**src/rtl/ccd_pkg.sv**
```systemverilog
// ---------------------------------------------------------------------------
// ccd_pkg
// Shared constants and the FIFO word layout used by the CCD line-capture
// block. The capture path and the output FIFO both carry pix_word_t, so the
// data width and the framing markers travel together.
// ---------------------------------------------------------------------------
package ccd_pkg;

  localparam int PIX_W   = 16;    // pixel word width
  localparam int MAX_PIX = 2088;  // default cap on pixels accepted per line
  localparam int LEN_W   = 12;    // width of per-line pixel counters

  // One framed pixel: sof marks the first word of a line, last the final one.
  typedef struct packed {
    logic             sof;
    logic             last;
    logic [PIX_W-1:0] data;
  } pix_word_t;

endpackage

```
**src/rtl/ccd_sync_fifo.sv**
```systemverilog
// ---------------------------------------------------------------------------
// ccd_sync_fifo
// Single-clock first-word-fall-through FIFO. The head entry is visible on
// head_o whenever empty_o is low. A push while full succeeds only if a pop
// happens in the same cycle; otherwise it is ignored (the caller flags it).
//
// Ports:
//   clk_i        clock
//   rst_i        synchronous active-high reset (empties the FIFO)
//   clr_i        synchronous clear, same effect as reset
//   push_i       write push_data_i at the tail
//   push_data_i  word to write
//   pop_i        remove the head entry (ignored when empty)
//   head_o       current head entry (undefined content while empty)
//   full_o       all DEPTH entries occupied
//   empty_o      no entries
// ---------------------------------------------------------------------------
module ccd_sync_fifo
  import ccd_pkg::*;
#(
  parameter int  DEPTH  = 8,
  parameter type word_t = pix_word_t
) (
  input  logic  clk_i,
  input  logic  rst_i,
  input  logic  clr_i,
  input  logic  push_i,
  input  word_t push_data_i,
  input  logic  pop_i,
  output word_t head_o,
  output logic  full_o,
  output logic  empty_o
);

  localparam int AW = $clog2(DEPTH);

  // Pointers carry one extra wrap bit so full and empty can be told apart.
  logic [AW:0] wr_ptr_q, wr_ptr_d;
  logic [AW:0] rd_ptr_q, rd_ptr_d;
  word_t       mem_q [DEPTH];
  logic        do_push;
  logic        do_pop;

  assign empty_o = (wr_ptr_q == rd_ptr_q);
  assign full_o  = (wr_ptr_q[AW] != rd_ptr_q[AW]) &&
                   (wr_ptr_q[AW-1:0] == rd_ptr_q[AW-1:0]);
  assign do_pop  = pop_i & ~empty_o;
  // A pop in the same cycle frees the slot the push is about to use.
  assign do_push = push_i & (~full_o | do_pop);
  assign head_o  = mem_q[rd_ptr_q[AW-1:0]];

  always_comb begin
    // NOTE: every variable driven here gets a default first, so no path can
    // leave it unassigned and infer a latch.
    wr_ptr_d = wr_ptr_q;
    rd_ptr_d = rd_ptr_q;
    if (clr_i) begin
      wr_ptr_d = '0;
      rd_ptr_d = '0;
    end else begin
      if (do_push) wr_ptr_d = wr_ptr_q + 1'b1;
      if (do_pop)  rd_ptr_d = rd_ptr_q + 1'b1;
    end
  end

  always_ff @(posedge clk_i) begin
    // NOTE: state registers use non-blocking assignment so every flop samples
    // the pre-edge values regardless of statement order.
    if (rst_i) begin
      wr_ptr_q <= '0;
      rd_ptr_q <= '0;
    end else begin
      wr_ptr_q <= wr_ptr_d;
      rd_ptr_q <= rd_ptr_d;
    end
  end

  // NOTE: the storage array has no reset; the pointers define which entries
  // are meaningful, and the top masks the head while empty.
  always_ff @(posedge clk_i) begin
    if (do_push && !clr_i) mem_q[wr_ptr_q[AW-1:0]] <= push_data_i;
  end

endmodule

```
**src/rtl/ccd_line_capture.sv**
```systemverilog
// ---------------------------------------------------------------------------
// ccd_line_capture
// Resynchronises the slow pixel strobe and line-valid flag from the CCD/ADC
// timing stage into clk_80M, captures pixel words, frames them into lines
// (sof on the first pixel, last on the final one) and queues them in a small
// FIFO presented as a valid/ready stream.
//
// Ports:
//   clk_80M        system clock
//   rst            synchronous active-high reset, clears everything
//   en             capture enable; low clears datapath and counters, keeps flags
//   pix_clk        pixel strobe (asynchronous to clk_80M)
//   pix_out_valid  line-valid flag (asynchronous to clk_80M)
//   pix_data       pixel word, quasi-static around the pix_clk rise
//   m_data/m_sof/m_last/m_valid/m_ready   output stream (FWFT head)
//   line_cnt       completed lines since reset / en rise (wraps)
//   last_line_len  pixel count of the most recently completed line
//   overflow       sticky: a word was dropped because the FIFO was full
//   len_err        sticky: a line carried more than MAX_PIX pixels
// ---------------------------------------------------------------------------
module ccd_line_capture
  import ccd_pkg::PIX_W, ccd_pkg::LEN_W, ccd_pkg::pix_word_t;
#(
  parameter int FIFO_DEPTH = 8,
  parameter int MAX_PIX    = ccd_pkg::MAX_PIX,
  parameter int LINE_W     = 16
) (
  input  logic              clk_80M,
  input  logic              rst,
  input  logic              en,
  input  logic              pix_clk,
  input  logic              pix_out_valid,
  input  logic [PIX_W-1:0]  pix_data,
  output logic [PIX_W-1:0]  m_data,
  output logic              m_sof,
  output logic              m_last,
  output logic              m_valid,
  input  logic              m_ready,
  output logic [LINE_W-1:0] line_cnt,
  output logic [LEN_W-1:0]  last_line_len,
  output logic              overflow,
  output logic              len_err
);

  localparam logic [LEN_W-1:0] MAX_PIX_C = LEN_W'(MAX_PIX);

  // Synchroniser chains: [0] first flop, [1] synced value, [2] edge history.
  logic [2:0]        pclk_sync_q, pclk_sync_d;
  logic [2:0]        val_sync_q,  val_sync_d;
  // Fills with ones after a clear; edges count only once [2] holds real history,
  // so a strobe already high at en rise is not mistaken for a rising edge.
  logic [2:0]        hist_q,      hist_d;

  pix_word_t         hold_q,      hold_d;
  logic              hold_vld_q,  hold_vld_d;
  logic              line_open_q, line_open_d;   // low => next capture gets sof
  logic [LEN_W-1:0]  pix_cnt_q,   pix_cnt_d;
  logic [LEN_W-1:0]  last_len_q,  last_len_d;
  logic [LINE_W-1:0] line_cnt_q,  line_cnt_d;
  logic              overflow_q,  overflow_d;
  logic              len_err_q,   len_err_d;

  logic              pe, vf, cap;
  logic              push;
  pix_word_t         push_word;
  logic              pop, full, empty;
  pix_word_t         head;

  assign pe  = hist_q[2] &  pclk_sync_q[1] & ~pclk_sync_q[2];
  assign vf  = hist_q[2] & ~val_sync_q[1]  &  val_sync_q[2];
  // Capture needs synced valid high, so it can never coincide with vf.
  assign cap = pe & val_sync_q[1];
  assign pop = m_ready & ~empty;

  always_comb begin
    pclk_sync_d = {pclk_sync_q[1:0], pix_clk};
    val_sync_d  = {val_sync_q[1:0], pix_out_valid};
    hist_d      = {hist_q[1:0], 1'b1};
    hold_d      = hold_q;
    hold_vld_d  = hold_vld_q;
    line_open_d = line_open_q;
    pix_cnt_d   = pix_cnt_q;
    last_len_d  = last_len_q;
    line_cnt_d  = line_cnt_q;
    overflow_d  = overflow_q;
    len_err_d   = len_err_q;
    push        = 1'b0;
    push_word   = hold_q;

    if (cap) begin
      if (pix_cnt_q >= MAX_PIX_C) begin
        len_err_d = 1'b1;
      end else begin
        // The held pixel is not the last one, since another pixel followed.
        push        = hold_vld_q;
        hold_d.sof  = ~line_open_q;
        hold_d.last = 1'b0;
        hold_d.data = pix_data;
        hold_vld_d  = 1'b1;
        line_open_d = 1'b1;
        pix_cnt_d   = pix_cnt_q + 1'b1;
      end
    end else if (vf) begin
      push           = hold_vld_q;
      push_word.last = 1'b1;
      hold_vld_d     = 1'b0;
      line_open_d    = 1'b0;
      last_len_d     = pix_cnt_q;
      line_cnt_d     = line_cnt_q + 1'b1;
      pix_cnt_d      = '0;
    end

    if (!en) begin
      pclk_sync_d = '0;
      val_sync_d  = '0;
      hist_d      = '0;
      hold_d      = '0;
      hold_vld_d  = 1'b0;
      line_open_d = 1'b0;
      pix_cnt_d   = '0;
      last_len_d  = '0;
      line_cnt_d  = '0;
      push        = 1'b0;
    end

    if (push && full && !pop) overflow_d = 1'b1;
  end

  always_ff @(posedge clk_80M) begin
    if (rst) begin
      pclk_sync_q <= '0;
      val_sync_q  <= '0;
      hist_q      <= '0;
      hold_q      <= '0;
      hold_vld_q  <= 1'b0;
      line_open_q <= 1'b0;
      pix_cnt_q   <= '0;
      last_len_q  <= '0;
      line_cnt_q  <= '0;
      overflow_q  <= 1'b0;
      len_err_q   <= 1'b0;
    end else begin
      pclk_sync_q <= pclk_sync_d;
      val_sync_q  <= val_sync_d;
      hist_q      <= hist_d;
      hold_q      <= hold_d;
      hold_vld_q  <= hold_vld_d;
      line_open_q <= line_open_d;
      pix_cnt_q   <= pix_cnt_d;
      last_len_q  <= last_len_d;
      line_cnt_q  <= line_cnt_d;
      overflow_q  <= overflow_d;
      len_err_q   <= len_err_d;
    end
  end

  ccd_sync_fifo #(
    .DEPTH  (FIFO_DEPTH),
    .word_t (pix_word_t)
  ) u_fifo (
    .clk_i       (clk_80M),
    .rst_i       (rst),
    .clr_i       (~en),
    .push_i      (push),
    .push_data_i (push_word),
    .pop_i       (pop),
    .head_o      (head),
    .full_o      (full),
    .empty_o     (empty)
  );

  // Head fields are forced to zero while empty so stale storage never shows.
  assign m_valid       = ~empty;
  assign m_data        = empty ? '0 : head.data;
  assign m_sof         = ~empty & head.sof;
  assign m_last        = ~empty & head.last;
  assign line_cnt      = line_cnt_q;
  assign last_line_len = last_len_q;
  assign overflow      = overflow_q;
  assign len_err       = len_err_q;

endmodule

```
**config.mk**
```make
export PLATFORM = sky130hd
export DESIGN_NAME = ccd_line_capture
export DESIGN_NICKNAME = d
export VERILOG_FILES = /design/src/rtl/ccd_pkg.sv /design/src/rtl/ccd_sync_fifo.sv /design/src/rtl/ccd_line_capture.sv
export SDC_FILE = /design/constraint.sdc
export NUM_CORES = 1
export LEC_CHECK = 0
export ABC_AREA = 1
export BUFFER_PORTS_ARGS = -buffer_cell sky130_fd_sc_hd__clkbuf_2
export CAP_MARGIN = 40
export CELL_PAD_IN_SITES_DETAIL_PLACEMENT = 0
export CELL_PAD_IN_SITES_GLOBAL_PLACEMENT = 2
export CORE_MARGIN = 3
export CORE_UTILIZATION = 36
export CTS_BUF_LIST = sky130_fd_sc_hd__clkbuf_2
export DETAILED_ROUTE_END_ITERATION = 10
export PLACE_DENSITY_LB_ADDON = 0.3
export SYNTH_ARGS = -nofsm -noshare
export SYNTH_HDL_FRONTEND = slang
export SYNTH_HIERARCHICAL = 1
export SYNTH_SLANG_ARGS = --single-unit
export TNS_END_PERCENT = 1
```
**constraint.sdc**
```tcl
create_clock -name clk_80M -period 3.3 [get_ports clk_80M]
set_clock_uncertainty 0.15 [all_clocks]
set_input_delay 0.66 -clock clk_80M [delete_from_list [all_inputs] [get_ports clk_80M]]
set_output_delay 0.66 -clock clk_80M [all_outputs]
set_load 0.03 [all_outputs]
```
[Yosys cells after proc, flatten, opt, wreduce, memory -nomap -nowiden]
Memory sizes are Yosys's and may differ from the RTL's. A register that Yosys moved wholly into a read port is not among the register bits.
Cells that the tools add are included.
Cells by class
  add/sub/neg operators: 4
  multipliers: 0
  div/mod/pow operators: 0
  order comparisons: 1
  equal/unequal tests: 4
  shift operators: 0
  multiplexer cells: 18
  bitwise operators: 19
  reductions and logical operators: 11
Operators by type and width (number)
  12-bit 2-to-1 mux: 3
  16-bit by 1-bit adder with 16-bit output (second input constant): 1
  16-bit 2-to-1 mux: 1
  12-bit by 1-bit adder with 12-bit output (second input constant): 1
  12-bit >= comparator (second input constant): 1
  1-bit 2-to-1 mux: 12
  1-bit AND: 10
  4-bit by 1-bit adder with 4-bit output (second input constant): 2
  1-bit inverter: 8
  2-bit AND reduction: 4
  3-bit 2-to-1 mux: 2
  4-bit equality test: 1
  1-bit logical AND: 4
  3-bit equality test: 1
  2-bit != test (second input constant): 1
  2-bit nonzero test: 1
  2-bit OR reduction: 1
  1-bit logical NOT: 1
  1-bit != test: 1
  1-bit OR: 1
Word-level totals
  bits in registers: 77
  latch bits: 0
  RAM bits: 144
  memory bits (read-only): 0
  bits of input ports: 22
  output and inout port bits: 49
  logic and storage cells: 72
  memories kept: 1
Memory list
  u_fifo.mem_q: depth 8, bits a word 18, rd ports 1, clocked after Yosys merged registers in 1, write ports 1, RTL line ccd_sync_fifo.sv:40  | word_t mem_q [DEPTH];

[Longest topological paths before layout]
Gate-level depths: netlist (run 1).
  depth after elaboration: 10
  depth in mapped cells: 13
  gate-level depth less buffers: 13

[By module]
The synthesis (run 1) kept the hierarchy.
By module, submodules not included
  ccd_sync_fifo: instances 1, cells an instance 494, area an instance 6204.7 µm², sequential area each 4544.4 µm²
  ccd_line_capture: instances 1, cells an instance 446, area an instance 3064.2 µm², sequential area each 1381.3 µm²

[Least setup slack after synthesis (run 1)]
OpenSTA, ideal clock, no wires.
  path type: register to register
  from: register u_fifo.rd_ptr_q[3]
  to: memory u_fifo/mem_q[2][0] in the netlist's numbering, enable pin
  setup time: 0.416 ns
  arrival: 2.802 ns
  data required time: 2.734 ns
  slack: -0.068 ns
  cell stages (with the launch flop): 10
  clock period less this slack: 3.368 ns
  path through: dfxtp_1 -> xor2_2 -> inv_2 -> nand3_4 -> inv_1 -> nor2_1 -> inv_1 -> nand4_4 -> nand3_1 -> nor3_1
On the way
  word-level cells in the longest chain between the ends: 9
  elaborated cells between the ends (all ways): 12
  those cells by class: eq/ne (2); mux (2); bitwise (6); reduce/logical (2)
Ends and longest elaborated chain
  start, declared: RTL line ccd_sync_fifo.sv:39  | logic [AW:0] rd_ptr_q, rd_ptr_d;
  start signal, assigned: RTL line ccd_sync_fifo.sv:74  | rd_ptr_q <= rd_ptr_d;
  4-bit equality test: RTL line ccd_sync_fifo.sv:44  | assign empty_o = (wr_ptr_q == rd_ptr_q);
  net empty: RTL line ccd_line_capture.sv:66  | logic pop, full, empty;
  1-bit inverter: RTL line ccd_line_capture.sv:73  | assign pop = m_ready & ~empty;
  1-bit AND: RTL line ccd_line_capture.sv:73
  net pop: RTL line ccd_line_capture.sv:66
  1-bit AND: RTL line ccd_sync_fifo.sv:47  | assign do_pop = pop_i & ~empty_o;
  1-bit OR: RTL line ccd_sync_fifo.sv:49  | assign do_push = push_i & (~full_o | do_pop);
  1-bit AND: RTL line ccd_sync_fifo.sv:49
  1-bit logical AND: RTL line ccd_sync_fifo.sv:81  | if (do_push && !clr_i) mem_q[wr_ptr_q[AW-1:0]] <= push_data_i;
  1-bit 2-to-1 mux: RTL line ccd_sync_fifo.sv:81
  1-bit 2-to-1 mux (not written as such): RTL line ccd_sync_fifo.sv:81
  end, declared: RTL line ccd_sync_fifo.sv:40
The timed path passes the listed nets, and every way through them passes these cells.

==> flow_summary_export.csv, run 1 <==
group,metric,value,unit
status,outcome,"finished clean",
clock_network,cts_max_path_buffers,3,
clock_network,cts_buffers,57,
floorplan,die_w,166,um
route,drtIter0Drc,279,
global_routing,first_global_vias,6589,
synth,yosysUniqueCellTypes,34,
finish,seq_area,0.00594,mm^2
floorplan,initial_core_util,36.7,%
floorplan,core,0.0253,mm^2
worst_hold_path,hp-class,"in -> reg",
timing,worst_pin_slew,833,ps
timing,hold_viol_final,0,
synth,synth_seq_cells,224,
route,ant_nets,0,
timing,hold-worst-slack,86.4,ps
synth,seq_area_frac_synth,63.9,%
clock_network,tritoncts,"yes",
power_and_ir_drop,peakVddDrop,192,uV
clock_network,h-tree-depth,2,
timing,max_freq,0.321,GHz
route,drt_wl_total,23.6,mm
timing,period_share,94.4,%
power_and_ir_drop,power_density,424,mW/mm^2
timing,drv_slew,0,
route,route.detailed.drc,0,
synth,synth_fp_nets,967,
worst_setup_path,path_max_fanout,5,
synth,yosysTopAreaCellShare,46.7,%
synth,yosys.area.top_type,"edfxtp_1",
global_routing,grt_pass1_wl,35.2,mm
clock_network,path_clk_slew,100,ps
route,drt_pass1_iterations,4,
finish,area_growth,21.5,%
placement,gp_congestion,0.740,
worst_setup_path,worstPathArrival,2300,ps
synth,synth_flop_cell,"edfxtp_1",
floorplan,ios,71,
clock_network,cts.sinks,224,
synth,synth_top_cells_by_area,"edfxtp_1 (47%), dfxtp_1 (17%), nor2_1 (9.2%)",
floorplan,die_y,166,um
timing,setup_viol,0,
synth,yosys_warnings,6,
synth,syn_inst,940,
finish,fillCellCount,2527,
finish,nNetsFinal,1109,
timing,rsz0062_at_grt,"yes",
route,wl_per_cell,16.2,um
floorplan,dieArea,0.0277,mm^2
synth,synth_area,0.00927,mm^2
route,routed_via_density,4.72,
finish,multi_input_area,0.00295,mm^2
worst_setup_path,cp-end-kind,"output pin",
global_routing,antenna_found_initial,1,
finish,drive_gt1_share,22.0,%
synth,syn_avg_cell_area,9.86,um^2
global_routing,grt_overflow,0,
placement,io_buffers,70,
floorplan,placementRows,58,
timing,period_needed,3110,ps
timing,setup-tns-final,0,ps
clock_network,root_buffer,"clkbuf_2",
worst_setup_path,cp-start-kind,"register",
synth,synth-edff-count,144,
route,vias,6900,
synth,synthArstFlopShare,0,%
worst_setup_path,critPathKind,"reg -> out",
power_and_ir_drop,leakagePower,4.15,nW
placement,dp_hpwl,13.7,mm
global_routing,grtUsageTotal,15.7,%
global_routing,grt_max_degree,49,
worst_setup_path,critical_path_required,2490,ps
clock_network,clock_latency,800,ps
timing,relSlewSlack,44.3,%
job,max_cap_viol_count,0,
[critical path, cell delays in order (launching register included)]
cell      delay, ps
dfxtp_4         380
buf_4           180
buf_12          140
nor2_1           50
o32ai_2         270
nand2_1         100
nand2_2         110
inv_1            40
nor2_1           70
clkbuf_4        190
[cell type report]
type | count | share of cell area, %
multi-input cells | 590 | 26.2
well taps | 330 | 3.67
diodes | 1 | 0.0222
flip-flops and latches | 224 | 52.7
clock inverters | 30 | 1.09
repair inverters | 1 | 0.0778
inverters | 82 | 2.84
repair buffers | 126 | 9.96
clock buffers | 77 | 3.42
[state kept, by name, indices dropped and copies added (netlist names), named ones only]
| name | count |
|---|---|
| line_cnt | 16 |
| last_line_len | 12 |
| hold_q | 17 |
| pclk_sync_q | 3 |
| u_fifo/wr_ptr_q | 4 |
| len_err | 1 |
| overflow | 1 |
| val_sync_q | 3 |
| hist_q | 3 |
| u_fifo/rd_ptr_q | 4 |
| line_open_q | 1 |
| pix_cnt_q | 12 |
| u_fifo/mem_q | 144 |
[layout by cell type (no fill, tap or decap), types with 2 or more instances in the layout]
master / Yosys / layout
nor2_1: 228 / 225
edfxtp_1: 144 / 144
nand2_1: 138 / 136
clkbuf_2: 0 / 129
o21ai_0: 75 / 75
dfxtp_1: 80 / 74
inv_1: 74 / 73
nand3_1: 35 / 35
a21oi_1: 34 / 34
buf_4: 2 / 29
clkinv_1: 2 / 24
o32ai_1: 36 / 23
dlygate4sd3_1: 0 / 17
o32ai_2: 0 / 13
clkbuf_16: 0 / 9
inv_2: 6 / 8
nand2_2: 6 / 8
xor2_1: 7 / 7
buf_6: 3 / 6
nor2_2: 2 / 5
ha_1: 5 / 5
clkinv_2: 0 / 5
buf_12: 0 / 5
nor3_2: 0 / 4
dfxtp_2: 0 / 4
nand4_1: 3 / 3
buf_2: 18 / 3
clkbuf_4: 0 / 3
a21oi_2: 2 / 2
xnor2_1: 2 / 2
nor3_1: 6 / 2
dfxtp_4: 0 / 2
[metal layers]
metal / wire (um) / track usage, % / up-vias
met4: 343 / 4.34 / 0
met2: 11100 / 25.1 / 148
met3: 1220 / 3.68 / 28
met1: 11000 / 21.5 / 3237
met5: 0 / 0 / -
li1: - / - / 3487
[kinds of logic (layout without fill, tap and decap cells)]
group           Yosys count  in the layout  share of synthesized area [%]
compound gates          150            150                           9.83
xor+xnor                 11             11                           1.20
fa+ha+maj                 5              5                          0.675
buf+inv                 126            316                           5.67
flops                   224            224                           63.9
other cells               0              1                              0
simple gates            424            424                           18.7
[path summary, 6_finish.rpt]
kind / endpoint / cells past startpoint / slack, ps / start
worst min register to register: val_sync_q[1]$_SDFF_PP0_ / 2 / 260 / val_sync_q[0]$_SDFF_PP0_
worst max-delay path: m_data[9] / 9 / 190 / register
worst min-delay path: overflow$_SDFFE_PP0P_ / 5 / 90 / en
worst max register to register: u_fifo/mem_q[0][6]$_DFFE_PP_ / 10 / 850 / u_fifo/rd_ptr_q[3]$_SDFFE_PP0P_
[per-stage QoR]
| stage | instances | setup WS [ps] | util (%) | instance area, um^2 | total power [mW] |
|---|---|---|---|---|---|
| floorplan | 940 | -67.6 | - | 9270 | 3.03 |
| CTS | 1444 | 5.98 | 42.7 | 10800 | 4.86 |
| global placement | 1318 | 760 | 39.7 | 10000 | 3.06 |
| global route | 1461 | -36.4 | 44.6 | 11300 | 5.01 |
| finish | 1461 | 185 | 44.6 | 11300 | 4.77 |
| detailed placement | 1320 | 772 | 39.9 | 10100 | 3.06 |
[report_power, final]
group	leakage, nW	internal, mW	switching (mW)
Combinational	2.00	0.0304	0.0346
Sequential	1.77	2.94	0.000858
Clock	0.383	0.652	1.11
[timing repair]
item | CTS | global route
endpoints found under the setup margin | 18 | 19
buffers inserted | 0 | 5
pin swaps | 0 | 2
resized for setup | 8 | 77
hold buffers | 17 | 0
cloned | 0 | 11
hold endpoints to repair | 18 | 0
[synthesized netlist by cell type (2+ instances only)]
cell type and number:
nand2_1 138, edfxtp_1 144, nand3_1 35, nand2_2 6
dfxtp_1 80, nor2_2 2, o21ai_0 75, xnor2_1 2
nand4_1 3, ha_1 5, xor2_1 7, inv_1 74
o32ai_1 36, buf_2 18, inv_2 6, buf_4 2
clkinv_1 2, a21oi_1 34, nor3_1 6, buf_6 3
a21oi_2 2, nor2_1 228, clkbuf_1 21
Note: power is estimated with default switching activity, not from simulation.
==> run 2: changes to the inputs <==
--- a/config.mk
+++ b/config.mk
@@ -5,16 +5,16 @@
 export SDC_FILE = /design/constraint.sdc
 export NUM_CORES = 1
 export LEC_CHECK = 0
-export ABC_AREA = 1
 export BUFFER_PORTS_ARGS = -buffer_cell sky130_fd_sc_hd__clkbuf_2
 export CAP_MARGIN = 40
 export CELL_PAD_IN_SITES_DETAIL_PLACEMENT = 0
 export CELL_PAD_IN_SITES_GLOBAL_PLACEMENT = 2
 export CORE_MARGIN = 3
-export CORE_UTILIZATION = 36
+export CORE_UTILIZATION = 40
 export CTS_BUF_LIST = sky130_fd_sc_hd__clkbuf_2
 export DETAILED_ROUTE_END_ITERATION = 10
 export PLACE_DENSITY_LB_ADDON = 0.3
+export SETUP_SLACK_MARGIN = 0.15
 export SYNTH_ARGS = -nofsm -noshare
 export SYNTH_HDL_FRONTEND = slang
 export SYNTH_HIERARCHICAL = 1
==> run 2 against run 1 <==
Effect of this change: the flow now finishes with violations (negative setup slack); synthesized cell count fell by 31%; register-to-register slack got worse by 440 ps; via count fell by 15%; global-route usage rose by 0.86 points; maximum frequency fell by 6.6%; clock-buffer cell count did not move; highest routed layer unchanged; sequential cell count did not move; non-clock buffer count fell by 5; final area fell by 2.6%; clock power barely moved; critical path depth fell by 4; first-iteration DRC count rose by 22%.
==> flow_summary_export.csv, run 2 <==
group,metric,value,unit
worst_setup_path,critical_path_required,2490,ps
timing,hold-worst-slack,256,ps
finish,nNetsFinal,813,
job,max_cap_viol_count,0,
status,outcome,"complete, but fails checks",
synth,yosys-top-cells-count,"edfxtp_1 (144), dfxtp_1 (80), nand2_1 (43), a21oi_1 (41), mux4_2 (36)",
route,ant_nets,0,
global_routing,antenna_found_initial,1,
global_routing,top_usage_layer,"met2",
power_and_ir_drop,leakagePower,3.93,nW
synth,yosys_warnings,6,
status,violations,"negative setup slack",
placement,gp_congestion,0.768,
global_routing,met2_usage,27.4,%
timing,drv_slew,0,
worst_hold_path,hp-class,"in -> reg",
worst_setup_path,path_max_fanout,7,
placement,place_inst,986,
timing,period_needed,3330,ps
global_routing,grt_use_met1,21.7,%
finish,drive_gt1_share,33.2,%
timing,period_share,101,%
synth,syn_inst,650,
synth,yosys.area.top_type,"edfxtp_1",
finish,fillCellCount,1923,
timing,hold_viol_final,0,
worst_setup_path,cp-end-kind,"output pin",
synth,synth_top_cells_by_area,"edfxtp_1 (47%), dfxtp_1 (18%), mux4_2 (8.9%)",
route,drt_pass1_iterations,4,
route,routed_via_density,5.29,
power_and_ir_drop,peakVddDrop,225,uV
worst_setup_path,critPathKind,"reg -> out",
timing,max_freq,0.300,GHz
finish,final_cell_mix,"edfxtp_1 (144), clkbuf_2 (128), dfxtp_1 (74), nand2_1 (43), a21oi_1 (41)",
timing,setup_viol,14,
synth,syn_avg_cell_area,14.0,um^2
clock_network,cts_buffers,55,
floorplan,placementRows,54,
route,drtIter0Drc,339,
synth,synth-edff-count,144,
synth,synth_area,0.00911,mm^2
route,vias,5897,
route,wl_per_cell,17.9,um
floorplan,dieArea,0.0246,mm^2
synth,yosysTopAreaCellShare,47.5,%
floorplan,core,0.0221,mm^2
placement,post-place-ws,153,ps
timing,rsz0062_at_grt,"yes",
floorplan,die_w,157,um
route,drt_wl_total,20.0,mm
finish,area_growth,20.4,%
finish,largest_register_ffs,144,
finish,stdcell_count,1114,
clock_network,cts.sinks,224,
placement,io_buffers,70,
synth,yosysUniqueCellTypes,53,
timing,relSlewSlack,48.6,%
timing,worst_pin_slew,769,ps
synth,synth.most_common_cell,"edfxtp_1",
global_routing,grt_overflow,0,
placement,dp_hpwl,13.5,mm
global_routing,grt_pass1_wl,32.1,mm
synth,synth_seq_cells,224,
floorplan,initial_core_util,41.2,%
floorplan,die_y,157,um
timing,worst_slack,-34.0,ps
worst_setup_path,worstPathArrival,2520,ps
route,route.detailed.drc,0,
clock_network,h-tree-depth,2,
global_routing,grt_util_met3,3.63,%
clock_network,path_clk_slew,100,ps
power_and_ir_drop,power_density,432,mW/mm^2
global_routing,first_global_vias,6108,
global_routing,grtUsageTotal,16.5,%
power_and_ir_drop,power.total,4.74,mW
clock_network,tritoncts,"yes",
floorplan,ios,71,
clock_network,clock_latency,810,ps
clock_network,root_buffer,"clkbuf_2",
synth,synth_fp_nets,677,
synth,synthArstFlopShare,0,%
finish,layout_commonest_cell,"edfxtp_1",
synth,seq_area_frac_synth,65.0,%
synth,synth_flop_cell,"edfxtp_1",
finish,utilization,49.6,%
worst_setup_path,cp-start-kind,"register",
clock_network,cts_max_path_buffers,3,
global_routing,grt_max_degree,37,
## run 2: changes by cell type in the layout (fill, tap and decap cells not counted), moves of 13 or more
cell	change
mux4_2	+36
inv_1	-59
o21ai_0	-51
nand2_1	-93
o32ai_1	-23
o32ai_2	-13
nor2_1	-210
## run 2: timing repair
action / in CTS / in global routing
pin swaps: 1 / 2
resized for setup: 26 / 61
gates cloned: 0 / 1
setup endpoints to repair: 51 / 24
hold buffers: 20 / 0
buffers inserted: 1 / 1
endpoints found under the hold margin: 20 / 0
## run 2: logic make-up after synthesis
logic type | synth area share, %
compound gates | 6.85
xor+xnor | 1.94
fa+ha+maj | 0.687
buf+inv | 2.64
flops | 65.0
mux | 11.2
simple gates | 11.6
## run 2: worst max-delay path, cell delays in order (launching register included)
cell and delay (ps):
dfxtp_4 480, clkbuf_16 200, mux4_2 540, mux2_4 280, nor2b_4 120, buf_6 130
## run 2: layer usage
layer,wire (um),vias up
li1,-,2794
met1,8800,2911
met2,9740,159
met3,1060,33
met4,389,0
met5,0,-
## run 2: final timing paths
kind | from | endpoint | slack, ps | depth (start not counted)
max | register | m_data[7] | -30 | 5
min | m_ready | overflow$_SDFFE_PP0P_ | 260 | 3
max reg2reg | u_fifo/wr_ptr_q[1]$_SDFFE_PP0P_ | u_fifo/mem_q[4][8]$_DFFE_PP_ | 410 | 7
min reg2reg | pclk_sync_q[0]$_SDFF_PP0_ | pclk_sync_q[1]$_SDFF_PP0_ | 280 | 1
## run 2: report_power, final
| part | switching (mW) | internal (mW) | leakage (nW) |
|---|---|---|---|
| sequential | 0.000960 | 2.94 | 2.12 |
| clock | 1.09 | 0.643 | 0.367 |
| combinational | 0.0346 | 0.0311 | 1.45 |
| total | 1.12 | 3.62 | 3.93 |
## run 2: final cells by class
cell class              count  area, um^2  area share (%)
clock buffers              77         385            3.51
clock inverters            26         109           0.993
repair buffers            121         938            8.56
inverters                  14        52.6           0.479
well taps                 280         350            3.19
multi-input cells         370        3190            29.1
flip-flops and latches    224        5940            54.1
diodes                      2        5.00          0.0456
## run 2: stage by stage
stage	cell area, um^2	TNS (ps)
6_report	11000	-208
5_1_grt	11000	-2870
4_1_cts	10800	-2300
3_5_place_dp	9980	0
3_3_place_gp	9970	0
2_1_floorplan	9170	-12170
